<file path="config.mk">
export PLATFORM = sky130hd
export DESIGN_NAME = mem0_dmem_ctrl
export DESIGN_NICKNAME = d
export VERILOG_FILES = /design/src/rtl/mem0_dmem_ctrl_pkg.sv /design/src/rtl/mem0_dmem_ctrl_mem_align.sv /design/src/rtl/mem0_dmem_ctrl.sv
export SDC_FILE = /design/constraint.sdc
export NUM_CORES = 1
export LEC_CHECK = 0
export CAP_MARGIN = 20
export CORE_MARGIN = 1
export CORE_UTILIZATION = 41
export DETAILED_ROUTE_END_ITERATION = 16
export GPL_ROUTABILITY_DRIVEN = 1
export PLACE_DENSITY_LB_ADDON = 0.2
export SETUP_SLACK_MARGIN = 0.15
export SLEW_MARGIN = 20
export SYNTH_ARGS = -nofsm -noshare
export SYNTH_HDL_FRONTEND = slang
export SYNTH_HIERARCHICAL = 1
export SYNTH_SLANG_ARGS = --single-unit
</file>
<file path="constraint.sdc">
create_clock -name clk -period 7.4 [get_ports clk]
set_input_delay 2.22 -clock clk [delete_from_list [all_inputs] [get_ports clk]]
set_output_delay 2.22 -clock clk [all_outputs]
set_load 0.01 [all_outputs]
</file>
<file path="src/rtl/mem0_dmem_ctrl_pkg.sv">
// mem0_dmem_ctrl_pkg: shared op codes, transfer sizes, FSM states and op
// decode helpers for the MEM0 data-memory controller.
// Build option: MEM0_LWLR_EN enables the LWL/LWR/SWL/SWR merge ops.
package mem0_dmem_ctrl_pkg;

    typedef enum logic [3:0] {
        MEM_NONE = 4'd0,
        MEM_LB   = 4'd1,
        MEM_LBU  = 4'd2,
        MEM_LH   = 4'd3,
        MEM_LHU  = 4'd4,
        MEM_LW   = 4'd5,
        MEM_SB   = 4'd6,
        MEM_SH   = 4'd7,
        MEM_SW   = 4'd8,
        MEM_LWL  = 4'd9,
        MEM_LWR  = 4'd10,
        MEM_SWL  = 4'd11,
        MEM_SWR  = 4'd12
    } mem_op_e;

    typedef enum logic [1:0] {
        SIZE_BYTE = 2'd0,
        SIZE_HALF = 2'd1,
        SIZE_WORD = 2'd2
    } size_e;

    typedef enum logic [2:0] {
        ST_IDLE,
        ST_REQ,
        ST_WAIT,
        ST_DONE,
        ST_DRAIN
    } state_e;

    // Op codes that read memory; merge loads only exist when enabled.
    function automatic logic op_is_load(input logic [3:0] op);
        case (op)
            MEM_LB, MEM_LBU, MEM_LH, MEM_LHU, MEM_LW: op_is_load = 1'b1;
`ifdef MEM0_LWLR_EN
            MEM_LWL, MEM_LWR:                        op_is_load = 1'b1;
`endif
            default:                                 op_is_load = 1'b0;
        endcase
    endfunction

    // Op codes that write memory; merge stores only exist when enabled.
    function automatic logic op_is_store(input logic [3:0] op);
        case (op)
            MEM_SB, MEM_SH, MEM_SW: op_is_store = 1'b1;
`ifdef MEM0_LWLR_EN
            MEM_SWL, MEM_SWR:       op_is_store = 1'b1;
`endif
            default:                op_is_store = 1'b0;
        endcase
    endfunction

endpackage

</file>
<file path="src/rtl/mem0_dmem_ctrl_mem_align.sv">
// mem0_dmem_ctrl_mem_align: combinational lane alignment for the MEM0
// controller -- store strobes/data, transfer size, and load
// extract/extend/merge from a raw 32-bit word.
// Build option: MEM0_LWLR_EN adds the LWL/LWR/SWL/SWR merge paths;
// without it those codes produce zero strobes, data and load result.
module mem0_dmem_ctrl_mem_align
    import mem0_dmem_ctrl_pkg::*;
(
    input  logic [3:0]  op,
    input  logic [1:0]  addr_lo,
    input  logic [31:0] rf_data,
    input  logic [31:0] raw_word,
    output logic [1:0]  size,
    output logic [3:0]  wstrb,
    output logic [31:0] wdata,
    output logic [31:0] ld_data
);

    logic [4:0]  sh_amt;
    logic [31:0] shifted;

    assign sh_amt  = {addr_lo, 3'b000};
    assign shifted = raw_word >> sh_amt;

`ifdef MEM0_LWLR_EN
    localparam logic [31:0] ONES = '1;
    logic [4:0] inv_amt;
    // ~addr_lo == 3 - addr_lo, so this is 8*(3-k) for the left-merge ops
    assign inv_amt = {~addr_lo, 3'b000};
`endif

    // Per-op size, store lane placement and load result
    always_comb begin
        size    = SIZE_BYTE;
        wstrb   = '0;
        wdata   = '0;
        ld_data = '0;
        case (op)
            MEM_LB: begin
                size    = SIZE_BYTE;
                ld_data = {{24{shifted[7]}}, shifted[7:0]};
            end
            MEM_LBU: begin
                size    = SIZE_BYTE;
                ld_data = {24'd0, shifted[7:0]};
            end
            MEM_LH: begin
                size    = SIZE_HALF;
                ld_data = {{16{shifted[15]}}, shifted[15:0]};
            end
            MEM_LHU: begin
                size    = SIZE_HALF;
                ld_data = {16'd0, shifted[15:0]};
            end
            MEM_LW: begin
                size    = SIZE_WORD;
                ld_data = shifted;
            end
            MEM_SB: begin
                size  = SIZE_BYTE;
                wstrb = 4'b0001 << addr_lo;
                wdata = {4{rf_data[7:0]}};
            end
            MEM_SH: begin
                size  = SIZE_HALF;
                wstrb = addr_lo[1] ? 4'b1100 : 4'b0011;
                wdata = {2{rf_data[15:0]}};
            end
            MEM_SW: begin
                size  = SIZE_WORD;
                wstrb = 4'b1111;
                wdata = rf_data;
            end
`ifdef MEM0_LWLR_EN
            MEM_LWL: begin
                size    = SIZE_WORD;
                ld_data = (raw_word << inv_amt) | (rf_data & ~(ONES << inv_amt));
            end
            MEM_LWR: begin
                size    = SIZE_WORD;
                ld_data = (raw_word >> sh_amt) | (rf_data & ~(ONES >> sh_amt));
            end
            MEM_SWL: begin
                size  = SIZE_WORD;
                wstrb = 4'b1111 >> ~addr_lo;
                wdata = rf_data >> inv_amt;
            end
            MEM_SWR: begin
                size  = SIZE_WORD;
                wstrb = 4'b1111 << addr_lo;
                wdata = rf_data << sh_amt;
            end
`endif
            default: begin
                size = SIZE_BYTE;
            end
        endcase
    end

endmodule

</file>
<file path="src/rtl/mem0_dmem_ctrl.sv">
// mem0_dmem_ctrl: MEM0-stage data-memory access controller.
// Turns one MEM0 load/store into a single request/response transaction,
// generates ready_go/stall_out, and holds load data until MEM1 accepts it.
// Build option: MEM0_LWLR_EN enables LWL/LWR/SWL/SWR (see package/align).
// DATA_W is fixed at 32.
module mem0_dmem_ctrl
    import mem0_dmem_ctrl_pkg::*;
#(
    parameter int unsigned ADDR_W = 32,
    parameter int unsigned DATA_W = 32
) (
    input  logic              clk,
    input  logic              reset,
    input  logic              flush,
    input  logic              valid_in,
    input  logic [3:0]        mem_op,
    input  logic              exc_in,
    input  logic [ADDR_W-1:0] paddr,
    input  logic [DATA_W-1:0] rf_data,
    input  logic              uncached,
    input  logic              mem1_allow,
    output logic              req,
    output logic              req_wr,
    output logic [1:0]        req_size,
    output logic [ADDR_W-1:0] req_addr,
    output logic [3:0]        req_wstrb,
    output logic [DATA_W-1:0] req_wdata,
    output logic              req_cached,
    input  logic              addr_ok,
    input  logic              data_ok,
    input  logic [DATA_W-1:0] rdata,
    output logic              ready_go,
    output logic              stall_out,
    output logic [DATA_W-1:0] ld_data
);

    state_e            state_q, state_d;
    logic [DATA_W-1:0] ld_buf_q;
    logic [DATA_W-1:0] raw_word;
    logic              is_store;
    logic              issue;
    logic              use_rdata;
    logic [1:0]        align_size;
    logic [3:0]        align_wstrb;

    assign is_store = op_is_store(mem_op);
    assign issue    = valid_in & (op_is_load(mem_op) | is_store) & ~exc_in & ~flush;

    // State register
    always_ff @(posedge clk) begin
        if (reset) begin
            state_q <= ST_IDLE;
        end else begin
            state_q <= state_d;
        end
    end

    // Load buffer: captures the response when MEM1 cannot take it yet and
    // is cleared on leaving DONE so an old word never resurfaces
    always_ff @(posedge clk) begin
        if (reset) begin
            ld_buf_q <= '0;
        end else if (state_q == ST_WAIT && data_ok && !flush && !mem1_allow) begin
            ld_buf_q <= rdata;
        end else if (state_q == ST_DONE && (flush || mem1_allow)) begin
            ld_buf_q <= '0;
        end
    end

    // Next-state logic for the single-outstanding transaction
    always_comb begin
        state_d = state_q;
        case (state_q)
            ST_IDLE: begin
                if (issue) state_d = addr_ok ? ST_WAIT : ST_REQ;
            end
            ST_REQ: begin
                if (flush)        state_d = ST_IDLE;
                else if (addr_ok) state_d = ST_WAIT;
            end
            ST_WAIT: begin
                if (data_ok)    state_d = (flush || mem1_allow) ? ST_IDLE : ST_DONE;
                else if (flush) state_d = ST_DRAIN;
            end
            ST_DONE: begin
                if (flush || mem1_allow) state_d = ST_IDLE;
            end
            ST_DRAIN: begin
                if (data_ok) state_d = ST_IDLE;
            end
            default: state_d = ST_IDLE;
        endcase
    end

    // Outputs per state: request valid, pipeline advance, response select
    always_comb begin
        req       = 1'b0;
        ready_go  = 1'b0;
        use_rdata = 1'b0;
        case (state_q)
            ST_IDLE: begin
                req      = issue;
                ready_go = ~issue;
            end
            ST_REQ: begin
                // a flush withdraws the not-yet-accepted request
                req = ~flush;
            end
            ST_WAIT: begin
                ready_go  = data_ok;
                use_rdata = data_ok & ~flush;
            end
            ST_DONE: begin
                ready_go = 1'b1;
            end
            default: begin
                req = 1'b0;
            end
        endcase
    end

    assign raw_word = use_rdata ? rdata : ld_buf_q;

    mem0_dmem_ctrl_mem_align u_mem_align (
        .op       (mem_op),
        .addr_lo  (paddr[1:0]),
        .rf_data  (rf_data),
        .raw_word (raw_word),
        .size     (align_size),
        .wstrb    (align_wstrb),
        .wdata    (req_wdata),
        .ld_data  (ld_data)
    );

    assign req_size   = align_size;
    assign req_wr     = req & is_store;
    assign req_wstrb  = req ? align_wstrb : '0;
    assign req_addr   = (align_size == SIZE_WORD) ? {paddr[ADDR_W-1:2], 2'b00} : paddr;
    assign req_cached = ~uncached;
    assign stall_out  = valid_in & ~ready_go;

endmodule

</file>
==> results of run 1 <==
## synth_stat cells (all sizes together), types with 3 or more instances
| master | n | area [um2] |
|---|---|---|
| buf | 60 | 422.9 |
| mux2i | 8 | 80.08 |
| nor2 | 39 | 168.9 |
| nor4 | 3 | 18.77 |
| a21oi | 8 | 43.79 |
| a22oi | 40 | 350.3 |
| a222oi | 8 | 80.08 |
| nand2b | 4 | 25.02 |
| nor2b | 14 | 87.58 |
| nand3b | 3 | 22.52 |
| o221ai | 16 | 146.4 |
| a22o | 16 | 140.1 |
| clkbuf | 5 | 18.77 |
| inv | 18 | 67.56 |
| mux2 | 41 | 465.4 |
| nand2 | 6 | 22.52 |
| and2 | 15 | 93.84 |
| o21a | 3 | 22.52 |
| nand3 | 4 | 25.02 |
| a211oi | 14 | 105.1 |
| dfxtp | 35 | 700.7 |
| o21ai | 15 | 75.07 |
## worst paths after layout
path	from	endpoint	slack (ns)	cells after the start
max reg2reg	state_q[1]$_SDFFE_PP0P_	ld_buf_q[27]$_SDFFE_PP0P_	5.70	5
max	flush	ld_data[10]	0.20	8
min reg2reg	ld_buf_q[25]$_SDFFE_PP0P_	ld_buf_q[25]$_SDFFE_PP0P_	0.50	2
min	ld_buf_q[25]$_SDFFE_PP0P_	ld_buf_q[25]$_SDFFE_PP0P_	0.50	2
## per-layer routing
metal | track usage [%] | vias to the layer above | routed length (um)
met1 | 35.37 | 1711 | 5162
met2 | 40.88 | 159 | 5284
li1 | - | 1725 | -
met4 | 9.231 | 0 | 267
met3 | 5.583 | 28 | 907
met5 | 0 | - | 0
## layout make-up
| cell class | count | area share, % |
|---|---|---|
| multi-input combinational | 286 | 46.25 |
| timing repair buffer | 170 | 33.33 |
| sequential | 35 | 14.01 |
| tap | 105 | 2.628 |
| clock buffer | 6 | 1.652 |
| inverter | 19 | 1.426 |
| clock inverter | 2 | 0.7007 |
## power groups by stage
| stage | logic, mW | clock network (mW) | registers [mW] |
|---|---|---|---|
| after detailed placement | 0.173 | 0 | 0.201 |
| final | 0.177 | 0.182 | 0.196 |
| after global routing | 0.189 | 0.192 | 0.197 |
| after CTS | 0.175 | 0.183 | 0.196 |
| after floorplan | 0.0978 | 0 | 0.198 |
| after global placement | 0.171 | 0 | 0.200 |
## sequential cells by signal, indices dropped and copies added (netlist names)
register,count
ld_buf_q,32
state_q,3
## worst register-to-register path, stage by stage, from the launching register on
cell     delay [ns]
dfxtp_1        0.45
nor3b_2        0.27
nor3b_4        0.20
buf_4          0.40
a22oi_1        0.17
nor2_1         0.14
## repair_timing
item	in CTS	in global routing
setup buffers	0	0
endpoints found under the setup margin	6	24
gates resized for setup	0	4
pin swaps	1	2
cloned	1	1
endpoints found under the hold margin	0	0
## cell families after synthesis
logic type | Yosys count
buf+inv | 84
simple gates | 106
mux | 50
flops | 35
compound gates | 128
==> run summary, run 1 <==
status = finished, final reports clean
port bufs = 155
die width = 93.91 um
Tmin final = 7.205 ns
Crit. End Element = output port
Synth Register Bits = 35
Max IR drop VDD = 0.00008980 V
Die ar. = 0.008819 mm2
Sequential Power Share = 35.4%
first-pass GRT wire length = 18,230 um
total number of vias = 3,623
Syn Nets = 512
Logic pwr share = 31.8%
Layout area overhead = 44.36%
Int Power = 0.3978 mW
crit-path max cell delay = 0.61 ns
routed wire length = 11,620 um
final setup vio count = 0
Worst slew margin = 31.17%
Simple-Gate Fraction of Synth Area = 19.00%
clock sinks = 35
Synth Flop Type = dfxtp_1
IO Pins = 216
Post-DP HPWL = 8484 um
setup_tns = 0 ns
Synth Area in XOR/XNOR = 0%
hold buffers post-CTS = 0
Worst Setup Start Kind = input pin
final design utilization = 61.16%
DRC Markers = 0
clock power share = 32.8%
Worst EP arrival = 4.98 ns
pin count of the biggest net entering global routing = 38
final setup margin = 0.1953 ns
hold slack = 0.4975 ns
gr usage total = 26.19%
filler instances = 705
Compound-Gate Fraction of Synth Area = 29.55%
Leak = 1.933 nW
multi-input combinational cell area = 0.002312 mm2
largest family of logic cells by synthesized area = compound AO/OA/AOI/OAI gates
starting density of the core = 42.36%
buffer levels on the longest clock path = 2
DR iter-0 viols = 238
CP cell instances = clkdlybuf4s50_1 -> nor3b_2 -> nand3b_1 -> mux2_2 -> mux4_2 -> nand4b_4 -> o21ai_0 -> clkdlybuf4s50_1
n_diodes = 0
slowest library cell on the worst path = mux4_2
commonest non-fill, non-tap cells in the layout = 154 x clkdlybuf4s50_1, 40 x mux2_2, 35 x dfxtp_1
CTS buffer count = 5
CTS tree = built
Power Density = 111.0 mW/mm2
Power, Total = 0.5551 mW
FP Rows = 33
Post-Synth Adder-Cell Area = 0%
Yosys warning count = 6
post-route ant nets = 0
drt wl/cell = 18.66 um
vias in the first global route = 3,437
drt first pass iters = 5
fmax = 138.8 MHz
mux cell area share after synthesis = 16.40%
crit-path leading delay family = multiplexers
Net Sw Power = 0.1573 mW
sequential fraction of the synthesis area = 20.23%
largest fanout on the critical path = 12
core area = 0.008175 mm2
antenna violations before repair = 0
commonest non-fill, non-tap cell in the layout = clkdlybuf4s50_1
Synth Instances = 403
CTS Root Cell = clkbuf_8
Period Utilization, post-route = 97.36%
RSZ-0062 raised after global routing = true
max-slew violations = 0
Worst EP required = 5.18 ns
max-cap violations = 0
non-filler instance count after layout = 623
dpl cells = 613
insertion delay to the later sink of the worst-skew pair = 0.30 ns
clock slew at reported path FFs = 0.07 ns
Synth Area per Inst = 8.594 um2
Register Area = 700.7 um2
mapped cell area = 0.003463 mm2
layout cell share with drive strength beyond 1 = 19.31%
worst slew pin tran = 1.024 ns
async set-reset flop share out of synthesis = 0%
Cell variety after synth = 56
Placement Setup Slack = 0.1530 ns
worst clock skew = 0.009075 ns
RD Place Congestion = 0.8791
most frequent CP cell = clkdlybuf4s50_1
gr ovfl total = 0
endpoints failing hold = 0
kind of critical path = input pin to output port
worst path bufs/invs = 2
switching share of power = 28.34%
EDFF count, synth = 0
Worst Hold Class = flip-flop to flip-flop
Vias/cell = 5.815
post-route cell area = 0.005000 mm2
Die Y = 93.91 um
placed inst area = 0.004827 mm2
nets = 626
H-tree depth = 2
No activity file was read; power rests on OpenSTA's default activity.
==> run 2, diff against run 1 <==
--- a/config.mk
+++ b/config.mk
@@ -5,7 +5,7 @@
 export SDC_FILE = /design/constraint.sdc
 export NUM_CORES = 1
 export LEC_CHECK = 0
-export CAP_MARGIN = 20
+export CAP_MARGIN = 15
 export CORE_MARGIN = 1
 export CORE_UTILIZATION = 41
 export DETAILED_ROUTE_END_ITERATION = 16
==> results of run 2 <==
Final layout, timing and power as in run 1 (identical DEF).
